### config.mk
export PLATFORM = sky130hd
export DESIGN_NAME = vga_filter_out
export DESIGN_NICKNAME = d
export VERILOG_FILES = /design/src/rtl/vga_filter_out.sv
export SDC_FILE = /design/constraint.sdc
export NUM_CORES = 1
export LEC_CHECK = 0
export CAP_MARGIN = 20
export CORE_UTILIZATION = 45
export CTS_CLUSTER_DIAMETER = 40
export DETAILED_ROUTE_END_ITERATION = 16
export DONT_BUFFER_PORTS = 1
export HOLD_SLACK_MARGIN = 0.12
export PLACE_DENSITY = 0.62
export SYNTH_ARGS = -nofsm -noshare
export SYNTH_HDL_FRONTEND = slang
export SYNTH_SLANG_ARGS = --single-unit
### constraint.sdc
create_clock -name clk -period 1.4 [get_ports clk]
set_input_delay 0.21 -clock clk [delete_from_list [all_inputs] [get_ports clk]]
set_output_delay 0.21 -clock clk [all_outputs]
set_load 0.03 [all_outputs]
### src/rtl/vga_filter_out.sv
// VGA output stage: per-frame filter select on the frame-buffer pixel, sync/blank
// delay matched to the frame-buffer read latency, and registered VGA pins.
module vga_filter_out #(
  parameter int unsigned LAT = 2
) (
  input  logic        clk,
  input  logic        rst_n,
  input  logic        hsync_in,
  input  logic        vsync_in,
  input  logic        blank_in,
  input  logic [11:0] pix_raw,
  input  logic [11:0] pix_grey,
  input  logic [1:0]  filt_req,
  output logic [3:0]  vga_r,
  output logic [3:0]  vga_g,
  output logic [3:0]  vga_b,
  output logic        vga_hs,
  output logic        vga_vs,
  output logic [1:0]  filt_act,
  output logic [7:0]  frame_cnt
);

  typedef enum logic [1:0] {
    FILT_BYPASS   = 2'b00,
    FILT_GREY     = 2'b01,
    FILT_INV      = 2'b10,
    FILT_INV_GREY = 2'b11
  } filt_e;

  logic [LAT-1:0] hs_d;
  logic [LAT-1:0] vs_d;
  logic           vs_prev;
  logic           frame_start;
  logic           blank_sel;
  logic [11:0]    pix_sel;

  always_ff @(posedge clk) begin
    if (!rst_n) begin
      hs_d <= '1;
      vs_d <= '1;
    end else begin
      hs_d[0] <= hsync_in;
      vs_d[0] <= vsync_in;
      for (int unsigned i = 1; i < LAT; i++) begin
        hs_d[i] <= hs_d[i-1];
        vs_d[i] <= vs_d[i-1];
      end
    end
  end

  assign vga_hs = hs_d[LAT-1];
  assign vga_vs = vs_d[LAT-1];

  // Blank is consumed one stage early by the RGB register, so its final stage is never kept.
  if (LAT == 1) begin : g_bl_direct
    assign blank_sel = blank_in;
  end else begin : g_bl_pipe
    logic [LAT-2:0] bl_d;
    always_ff @(posedge clk) begin
      if (!rst_n) begin
        bl_d <= '1;
      end else begin
        bl_d[0] <= blank_in;
        for (int unsigned i = 1; i < LAT - 1; i++) begin
          bl_d[i] <= bl_d[i-1];
        end
      end
    end
    assign blank_sel = bl_d[LAT-2];
  end

  assign frame_start = vs_prev & ~vsync_in;

  always_ff @(posedge clk) begin
    if (!rst_n) begin
      vs_prev   <= 1'b1;
      filt_act  <= FILT_BYPASS;
      frame_cnt <= '0;
    end else begin
      vs_prev <= vsync_in;
      if (frame_start) begin
        filt_act  <= filt_req;
        frame_cnt <= frame_cnt + 8'd1;
      end
    end
  end

  always_comb begin
    pix_sel = pix_raw;
    case (filt_act)
      FILT_BYPASS:   pix_sel = pix_raw;
      FILT_GREY:     pix_sel = pix_grey;
      FILT_INV:      pix_sel = ~pix_raw;
      FILT_INV_GREY: pix_sel = ~pix_grey;
      default:       pix_sel = pix_raw;
    endcase
  end

  always_ff @(posedge clk) begin
    if (!rst_n || blank_sel) begin
      {vga_r, vga_g, vga_b} <= '0;
    end else begin
      {vga_r, vga_g, vga_b} <= pix_sel;
    end
  end

endmodule

==> results of run 1 <==
## sequential cells by signal, indices dropped and copies added, names as in the netlist
name       count
filt_act       2
frame_cnt      8
vs_d           2
hs_d           2
vga_b          4
blank_sel      1
vga_g          4
vga_r          4
## timing repair
item / CTS / global route
hold buffers: 6 / 0
endpoints found under the hold margin: 7 / 0
gates resized for setup: 1 / 3
endpoints found under the setup margin: 1 / 1
## layout make-up
| type | count | area share [%] |
|---|---|---|
| multi-input cells | 74 | 40.5 |
| clock buffers | 4 | 2.03 |
| flip-flops and latches | 27 | 42.3 |
| well taps | 28 | 2.70 |
| repair buffers | 18 | 11.6 |
| inverters | 3 | 0.868 |
## report_power, final
group	internal, µW	switching, µW	leakage, µW
logic	81.7	78.0	0.000291
registers	798	59.3	0.000222
clock network	111	224	0.0000150
total	991	362	0.000528
## layer usage
metal  vias up  wire, µm  track usage (%)
li1        395         -                -
met1       359       875             19.2
met2        36       992             29.2
met3         2       148             4.46
met4         0        17             6.76
met5         -         0                0
## cell usage in the layout (no fill, tap or decap)
| cell | instances |
|---|---|
| clkbuf_1 | 1 |
| or4_1 | 1 |
| nand4b_1 | 1 |
| nor2_1 | 17 |
| a21oi_1 | 4 |
| o31ai_1 | 1 |
| dfxtp_1 | 24 |
| clkbuf_4 | 3 |
| nand2b_1 | 6 |
| nand3b_1 | 1 |
| or3_2 | 1 |
| xnor2_1 | 2 |
| or3_4 | 1 |
| nor2b_1 | 1 |
| xor2_1 | 12 |
| dlygate4sd3_1 | 6 |
| nand4_2 | 1 |
| or3_1 | 2 |
| dfxtp_4 | 2 |
| nand2_1 | 1 |
| nand3_1 | 1 |
| ha_1 | 1 |
| clkinv_1 | 1 |
| inv_1 | 2 |
| o21ai_0 | 4 |
| mux2i_1 | 15 |
| dfxtp_2 | 1 |
| a21oi_2 | 1 |
| buf_4 | 12 |
## metrics by stage
step,setup slack [ns],util (%),area [µm²]
after floorplan,0.00164,-,1100
after global placement,0.147,53.2,1200
after detailed placement,0.0697,53.2,1200
after CTS,0.0428,57.1,1290
after global routing,0.0232,57.5,1300
final,0.112,57.5,1300
## cell families (layout without fill, tap and decap cells)
logic type	after synthesis	count (layout)	synth area share (%)
AND/OR/NAND/NOR	34	34	16.4
flip-flops	27	27	49.2
adder cells (fa/ha/maj)	1	1	1.14
AO/OA/AOI/OAI	10	10	4.78
multiplexers	15	15	13.7
XOR/XNOR	14	14	11.2
buffers and inverters	9	25	3.64
## critical path: stages (launching register included)
cell and delay, ns:
dfxtp_1 0.45, nand4_2 0.16, or4_1 0.48, a21oi_1 0.14
## worst paths after layout
| check | startpoint | to | slack [ns] | depth (start not counted) |
|---|---|---|---|---|
| max reg2reg | frame_cnt[4] | frame_cnt[7] | 0.11 | 3 |
| min reg2reg | hs_d[0] | hs_d[1] | 0.45 | 1 |
| min | rst_n | frame_cnt[6] | 0.13 | 2 |
| max | frame_cnt[4] | frame_cnt[7] | 0.11 | 3 |
==> metrics.md, run 1 <==
| Metric | Value |
|---|---|
| GPL Wtd Cong | 0.772 |
| Final cell count without fillers | ~150 |
| Power Density | 1040 mW/mm² |
| TritonCTS clock tree | built |
| Avg Vias per Cell | 5.14 |
| Worst-Margin Slew | around 0.45 ns |
| Root buf cell | clkbuf_4 |
| Synthesized net count | 142 |
| PortBufs | 0 |
| WL per Instance | roughly 13 µm |
| Finish-stage setup viols | 0 |
| Placed Cells | around 140 |
| CP arrival | 1.54 ns |
| Most common cell in the netlist | dfxtp_1 |
| CP startpoint kind | register |
| Ant. Diodes | 0 |
| CTS HTree Levels | 1 |
| Gr usage total | about 17% |
| DRC errors left | 0 |
| Sequential share of the synthesized area | roughly half |
| Clk sinks | 27 |
| Top_reg_cell synth | dfxtp_1 |
| Via count | just under 800 |
| Fmax | ~0.78 GHz |
| CP required | between 1.5 and 2 ns |
| Area share of the largest cell type after synthesis | 49.2% |
| CTS buffer count | 3 |
| Rel. slew slack | around 70% |
| Static leakage | 0.000528 µW |
| Grt total ovfl | 0 |
| Minimum clock period | 1.29 ns |
| EDFF count, synth | 0 |
| Clock skew | around 0.0012 ns |
| First-pass GRT wire length | roughly 3.2 mm |
| Clock transition at path regs | between 0.1 and 0.15 ns |
| Die Width | ~50 µm |
| Initial antenna violation count | 0 |
| Crit Path Class | reg -> reg |
| Final hold vios | 0 |
| Reg area | between 500 and 600 µm² |
| Hold crit path type | in -> reg |
| Core ar. | 0.00225 mm² |
| Largest net degree at the start of global routing | 15 |
| Initial Util | 48.7% |
| Crit. End Element | register |
| Top cells by area, synth | dfxtp_1 49%, mux2i_1 14%, xor2_1 9.6% |
| Commonest cells in the netlist | 27 x dfxtp_1, 17 x nor2_1, 15 x mux2i_1 |
| FILL cells | 218 |
| Max_cap viols | 0 |
| Fin. max-slew vios | 0 |
| Mapped Area | around 0.0011 mm² |
| RSZ-0062 raised after global routing | no |
| Register bit total from synthesis | 27 |
| Post-Route WL | 2.03 mm |
| Synth Instances | 110 |
| Hold slack | 0.135 ns |
| Layout cells sized above 1 | 17.5% |
| Die Height | slightly above 50 µm |
| Clock Tree Buf Depth | 2 |
| Power Total | between 1000 and 1500 µW |
| # IOs | 55 |
| Worst-Skew Late Latency | ~0.31 ns |
| Synth Warn # | 0 |
| Layout Area Growth over Synthesis | 18.1% |
| DP HPWL | approximately 1.4 mm |
| DR iter-0 viols | 6 |
| Detail Route Antenna Nets | 0 |
| Die area | 0.00264 mm² |
| Final period util | 92.0% |
| Status | finished clean |
| Area of the multi-input gates | ~530 µm² |
| 1st-pass router iterations | 4 |
| Vias in the first global route | about 760 |
| Post-CTS setup buffer count | 0 |
| Final layout net count | 159 |
| Maximum vdd drop | 778 µV |
| Yosys top cell by area | dfxtp_1 |
| Average size of a mapped cell | ~10 µm² |
| Crit path max fanout | 5 |
| Placement Rows | 17 |
| Final setup TNS | 0 ns |
| Async SR Flop Fraction | 0% |
| Library cells used by synthesis | 24 |
(Power assumes the default switching activity.)
==> run 2: changes to the inputs <==
--- a/config.mk
+++ b/config.mk
@@ -5,6 +5,7 @@
 export SDC_FILE = /design/constraint.sdc
 export NUM_CORES = 1
 export LEC_CHECK = 0
+export ABC_AREA = 1
 export CAP_MARGIN = 20
 export CORE_UTILIZATION = 45
 export CTS_CLUSTER_DIAMETER = 40
==> constraint.sdc (replaced) <==
create_clock -name clk -period 1.3 [get_ports clk]
set_input_delay 0.195 -clock clk [delete_from_list [all_inputs] [get_ports clk]]
set_output_delay 0.195 -clock clk [all_outputs]
set_load 0.03 [all_outputs]
==> metrics.md, run 2 <==
| Metric | Value |
|---|---|
| Status | finished clean |
| CTS HTree Levels | 1 |
| Placement Rows | 17 |
| Switching Share | ~28% |
| Final hold vios | 0 |
| CP required | around 1.5 ns |
| Layout Area Growth over Synthesis | 19.8% |
| Comb power frac | around 15% |
| Synthesized net count | 182 |
| Core ar. | 0.00230 mm² |
| Final core occ | between 50% and 60% |
| Sequential share of the synthesized area | 47.7% |
| Crit. End Element | register |
| Static leakage | between 0.0006 and 0.0007 µW |
| Fmax | approximately 0.81 GHz |
| Async SR Flop Fraction | 0% |
| Clock transition at path regs | around 0.14 ns |
| Library cells used by synthesis | 16 |
| Flop pwr share | 61.5% |
| R2R Setup Slk | 0.07 ns |
| FILL cells | about 210 |
| Most common cell in the netlist | nor2_1 |
| Clk sinks | 27 |
| Initial antenna violation count | 0 |
| Top_reg_cell synth | dfxtp_1 |
| Register bit total from synthesis | 27 |
| Final non-filler cell area | about 0.0014 mm² |
| DP HPWL | 1.55 mm |
| Final period util | between 90 and 100% |
| Clock skew | 0.00645 ns |
| # IOs | 55 |
| Largest net degree at the start of global routing | 26 |
| Post-CTS setup buffer count | 0 |
| PortBufs | 0 |
| DRC errors left | 0 |
| Layout cells sized above 1 | approximately 11% |
| Power Total | 1490 µW |
| Maximum vdd drop | ~1000 µV |
| Initial Util | roughly half |
| Commonest non-fill, non-tap cell in the layout | nor2_1 |
| Detail Route Antenna Nets | 0 |
| Post-Route WL | between 2 and 2.5 mm |
| Die Width | around 52 µm |
| Synth Warn # | 0 |
| GPL Wtd Cong | roughly 0.8 |
| CTS buffer count | 3 |
| Final setup TNS | 0 ns |
| Die area | 0.00272 mm² |
| CP startpoint kind | register |
| Gr usage total | approximately 18% |
| First-pass GRT wire length | around 3.5 mm |
| CP arrival | roughly 1.5 ns |
| Power Density | 1090 mW/mm² |
| DR iter-0 viols | 8 |
| Crit path max fanout | 3 |
| Fin. max-slew vios | 0 |
| Commonest cells in the netlist | 30 x nor2_1, 27 x dfxtp_1, 27 x nand2_1 |
| Placed cell areas | around 0.0012 mm² |
| Grt total ovfl | 0 |
| Area share of the largest cell type after synthesis | about 48% |
| Root buf cell | clkbuf_4 |
| Finish-stage setup viols | 0 |
| Avg Vias per Cell | between 4 and 5 |
| Yosys top cell by area | dfxtp_1 |
| Critical Path Source | vs_d[0] |
| Worst-Skew Late Latency | just over 0.3 ns |
| RSZ-0062 raised after global routing | no |
| Average size of a mapped cell | 7.56 µm² |
| Synth Instances | 150 |
| Minimum clock period | ~1.2 ns |
| Net switching power | slightly above 400 µW |
| Max_cap viols | 0 |
| Most flops, register | frame_cnt |
| WL per Instance | approximately 11 µm |
| Via count | 960 |
| Top cells by area, synth | dfxtp_1 48%, xor2_1 10%, nor2_1 9.9% |
| Die Height | around 52 µm |
| Rel. slew slack | 73.4% |
| Final layout net count | 203 |
| 1st-pass router iterations | 5 |
| Clock Tree Buf Depth | 2 |
| Hold_sp | pix_grey[0] |
| Crit Path Class | reg -> reg |
| Worst-Margin Slew | about 0.40 ns |
| DP Worst Slack | between 0.15 and 0.2 ns |
| Most frequent cells in the layout | 29 x nor2_1, 27 x nand2_1, 27 x dfxtp_1 |
| Critical R2R Launch | vs_d[0] |
| Vias in the first global route | 815 |
| Mapped Area | around 0.0011 mm² |
| Hold crit path type | in -> reg |
| Pint | around 1100 µW |
| TritonCTS clock tree | built |
| Setup ws final | roughly 0.067 ns |
| Ant. Diodes | 0 |
| Max reg flops | 8 |
| Clk pwr share | 23.2% |
| EDFF count, synth | 0 |
-- run 2: cell types whose count changed in the layout (fill, tap and decap cells not counted), sizes merged, moves of 2 or more --
cell,before,now
nand2,1,27
inv,2,18
mux2i,15,0
nor2,17,30
o21ai,4,15
nand2b,6,0
dlygate4sd3,6,10
nand3,1,5
or2,0,4
or3,4,0
xnor2,2,0
-- run 2: power groups by stage --
stage	Clock, µW	Sequential [µW]	Combinational, µW
3_3_place_gp	0	930	193
2_1_floorplan	0	953	141
6_report	345	913	227
3_5_place_dp	0	932	200
5_1_grt	407	919	256
4_1_cts	370	913	227
-- run 2: what timing repair did --
item                                    CTS  global route
endpoints found under the setup margin    0             1
resized for setup                         0             1
hold buffers                             10             0
hold endpoints to repair                 15             0
-- run 2: cell type report --
| type | count | area [µm²] | share of cell area (%) |
|---|---|---|---|
| flip-flops and latches | 27 | 541 | 39.8 |
| well taps | 28 | 35.0 | 2.58 |
| clock buffers | 3 | 22.5 | 1.66 |
| inverters | 19 | 71.3 | 5.25 |
| multi-input cells | 99 | 488 | 35.9 |
| clock inverters | 1 | 5.00 | 0.369 |
| repair buffers | 21 | 195 | 14.4 |
-- run 2: worst paths after layout --
check / cells after the start / end
hold / removal: 4 / vga_b[0]
setup reg to reg: 4 / frame_cnt[0]
hold reg to reg: 1 / hs_d[1]
setup / recovery: 4 / frame_cnt[0]
-- run 2: cells by family after synthesis --
logic type,after synthesis,share of synthesized area [%]
AO/OA/AOI/OAI,19,8.39
XOR/XNOR,13,10.0
adder cells (fa/ha/maj),1,1.10
buffers and inverters,24,9.49
flip-flops,27,47.7
AND/OR/NAND/NOR,66,23.3
-- run 2: routing by layer --
metal | part of all wire (%) | vias to the layer above | GRT usage, %
li1 | - | 494 | -
met1 | 39 | 425 | 17.5
met2 | 53 | 35 | 33.3
met3 | 6.7 | 6 | 6.09
met4 | 1.9 | 0 | 8.33
met5 | 0 | - | 0
-- run 2: worst max-delay path, stage by stage, from the launching register on --
cell and delay, ns:
dfxtp_1 0.39, nand3_1 0.11, nand2_1 0.06, dlygate4sd3_1 0.54, nor2_1 0.04
-- run 2: metrics by stage --
step | hold slack [ns] | cells
after floorplan | 0.302 | 150
after global placement | 0.270 | 184
after detailed placement | 0.268 | 184
after CTS | 0.144 | 198
after global routing | 0.150 | 198
final | 0.153 | 198
==> run 3: changes to the inputs <==
--- a/config.mk
+++ b/config.mk
@@ -13,6 +13,7 @@
 export DONT_BUFFER_PORTS = 1
 export HOLD_SLACK_MARGIN = 0.12
 export PLACE_DENSITY = 0.62
+export RECOVER_POWER = 50
 export SYNTH_ARGS = -nofsm -noshare
 export SYNTH_HDL_FRONTEND = slang
 export SYNTH_SLANG_ARGS = --single-unit
==> constraint.sdc (replaced) <==
create_clock -name clk -period 1.5 [get_ports clk]
set_input_delay 0.15 -clock clk [delete_from_list [all_inputs] [get_ports clk]]
set_output_delay 0.15 -clock clk [all_outputs]
set_load 0.03 [all_outputs]
==> metrics.md, run 3 (synthesis results as in run 2) <==
| Metric | Value |
|---|---|
| Most flops, register | frame_cnt |
| GPL Wtd Cong | slightly below 0.7 |
| Switching Share | about 28% |
| Static leakage | between 0.0006 and 0.0007 µW |
| Crit path capture | frame_cnt[7] |
| Hold crit path type | in -> reg |
| Status | finished clean |
| DR iter-0 viols | 8 |
| Power Density | between 900 and 1000 mW/mm² |
| WP depth | 6 |
| Grt total ovfl | 0 |
| Pint | around 940 µW |
| Layout cells sized above 1 | 8.57% |
| Die area | around 0.0027 mm² |
| Crit-path cells | buf_4 -> nand3_1 -> nor2_1 -> nand3_1 -> nand2_1 -> nor2_1 |
| Critical R2R Launch | frame_cnt[0] |
| CTS buffer count | 3 |
| Final core occ | about three fifths |
| Flop pwr share | between 60% and 70% |
| Gr usage total | 18.2% |
| Maximum vdd drop | 533 µV |
| Commonest non-fill, non-tap cell in the layout | nor2_1 |
| Placement Rows | 17 |
| Crit path max fanout | 6 |
| WP buf/inv | 1 |
| Largest net degree at the start of global routing | 15 |
| Rel. slew slack | 68.2% |
| Peak per-stage delay on the critical path | between 0.3 and 0.4 ns |
| First-pass GRT wire length | 3.56 mm |
| Comb power frac | around 16% |
| Max reg flops | 8 |
| Reg area | approximately 540 µm² |
| Net switching power | about 360 µW |
| Met3 WL | 112 µm |
| DRC errors left | 0 |
| RSZ-0062 raised after global routing | no |
| Crit. End Element | register |
| Max_cap viols | 0 |
| Post-Route WL | 2.33 mm |
| CTS HTree Levels | 1 |
| Wire length on met2 | between 1 and 1.5 mm |
| 1st-pass router iterations | 4 |
| Clock skew | about 0.0033 ns |
| Die Height | 52.2 µm |
| Avg Vias per Cell | a little under 5 |
| Crit Path Class | reg -> reg |
| Clk sinks | 27 |
| R2R Setup Slk | roughly 0.24 ns |
| FILL cells | 225 |
| Fin. max-slew vios | 0 |
| Clk pwr share | 23.4% |
| Final period util | roughly 84% |
| Hold_sp | pix_raw[3] |
| Minimum clock period | about 1.3 ns |
| Initial antenna violation count | 0 |
| Met1 Wirelength | about 920 µm |
| Hold slack | approximately 0.13 ns |
| Worst-Margin Slew | approximately 0.48 ns |
| Layout Area Growth over Synthesis | 21.5% |
| Detail Route Antenna Nets | 0 |
| Final setup TNS | 0 ns |
| Finish-stage setup viols | 0 |
| Area of the multi-input gates | just under 500 µm² |
| Placed Cells | about 190 |
| Clock transition at path regs | between 0.1 and 0.15 ns |
| Final layout net count | between 200 and 250 |
| Root buf cell | clkbuf_4 |
| # IOs | 55 |
| Top Layer Used | met4 |
| CP required | around 1.7 ns |
| R2R Path End | frame_cnt[7] |
| Initial Util | around half |
| Crit-path leading delay family | simple AND/OR/NAND/NOR gates |
| Fmax | slightly below 0.8 GHz |
| Core ar. | approximately 0.0023 mm² |
| WL per Instance | between 10 and 15 µm |
| Most frequent cells in the layout | 30 x nor2_1, 27 x nand2_1, 27 x dfxtp_1 |
| Post-CTS setup buffer count | 0 |
| Die Width | ~52 µm |
| TritonCTS clock tree | built |
| FF-to-FF path depth | 6 |
| Vias in the first global route | ~840 |
| Final cell count without fillers | 203 |
| Clock Tree Buf Depth | 2 |
| PortBufs | 0 |
| DP HPWL | around 1.6 mm |
| Critical Path Source | frame_cnt[0] |
| Worst-Skew Late Latency | between 0.3 and 0.4 ns |
| Via count | approximately 980 |
| Ant. Diodes | 0 |
| Final hold vios | 0 |
| CP startpoint kind | register |
| CP max-delay cell | dfxtp_1 |
| DP Worst Slack | about 0.26 ns |
| Setup ws final | about 0.24 ns |
| CP arrival | 1.48 ns |
==> run 3: cell count changes in the layout (fill, tap and decap cells not counted) <==
cell,before,now
buf_12,1,0
nor2_1,29,30
clkbuf_1,0,4
clkdlybuf4s25_1,0,1
clkinv_2,1,0
nor2_2,1,0
dlygate4sd3_1,10,13
buf_4,10,9
==> run 3: power by group through the flow <==
stage	combinational [µW]	sequential (µW)	clock, µW
after floorplan	122	826	0
after global placement	170	804	0
after detailed placement	174	806	0
after CTS	208	790	321
after global routing	231	794	351
final	206	790	304
==> run 3: stage by stage <==
| stage | power (µW) | cell area [µm²] |
|---|---|---|
| 2_1_floorplan | 948 | 1130 |
| 3_3_place_gp | 974 | 1220 |
| 3_5_place_dp | 979 | 1220 |
| 4_1_cts | 1320 | 1390 |
| 5_1_grt | 1380 | 1380 |
| 6_report | 1300 | 1380 |
==> run 3: how the worst min path moves through the flow <==
stage	end	slack, ns	depth (start not counted)
6_report	vga_b[3]	0.13	4
5_1_grt	vga_r[1]	0.14	4
4_1_cts	vga_b[1]	0.12	4
3_5_place_dp	vs_d[0]	0.22	1
3_3_place_gp	vs_d[1]	0.22	1
2_1_floorplan	blank_sel	0.26	1
==> run 3: layout make-up <==
cell class,count,area share [%]
multi-input cells,99,35.2
flip-flops and latches,27,39.2
clock buffers,4,1.91
well taps,28,2.54
inverters,19,5.18
repair buffers,26,15.9
==> run 3: layer usage <==
metal / global-route usage, % / vias up
met2: 34.8 / 27
met3: 3.48 / 2
met5: 0 / -
met1: 19.0 / 444
li1: - / 504
met4: 7.89 / 0
==> run 3: worst register-to-register path, delay by kind of cell (launching register included) <==
kind / cells / cell delay, ns
flops: 1 / 0.37
simple gates: 5 / 0.64
buf+inv: 1 / 0.18
==> run 3: repair_timing <==
action                                  in CTS  in global routing
resized for setup                            0                  1
endpoints found under the hold margin       23                  0
endpoints found under the setup margin       0                  1
hold buffers                                14                  0
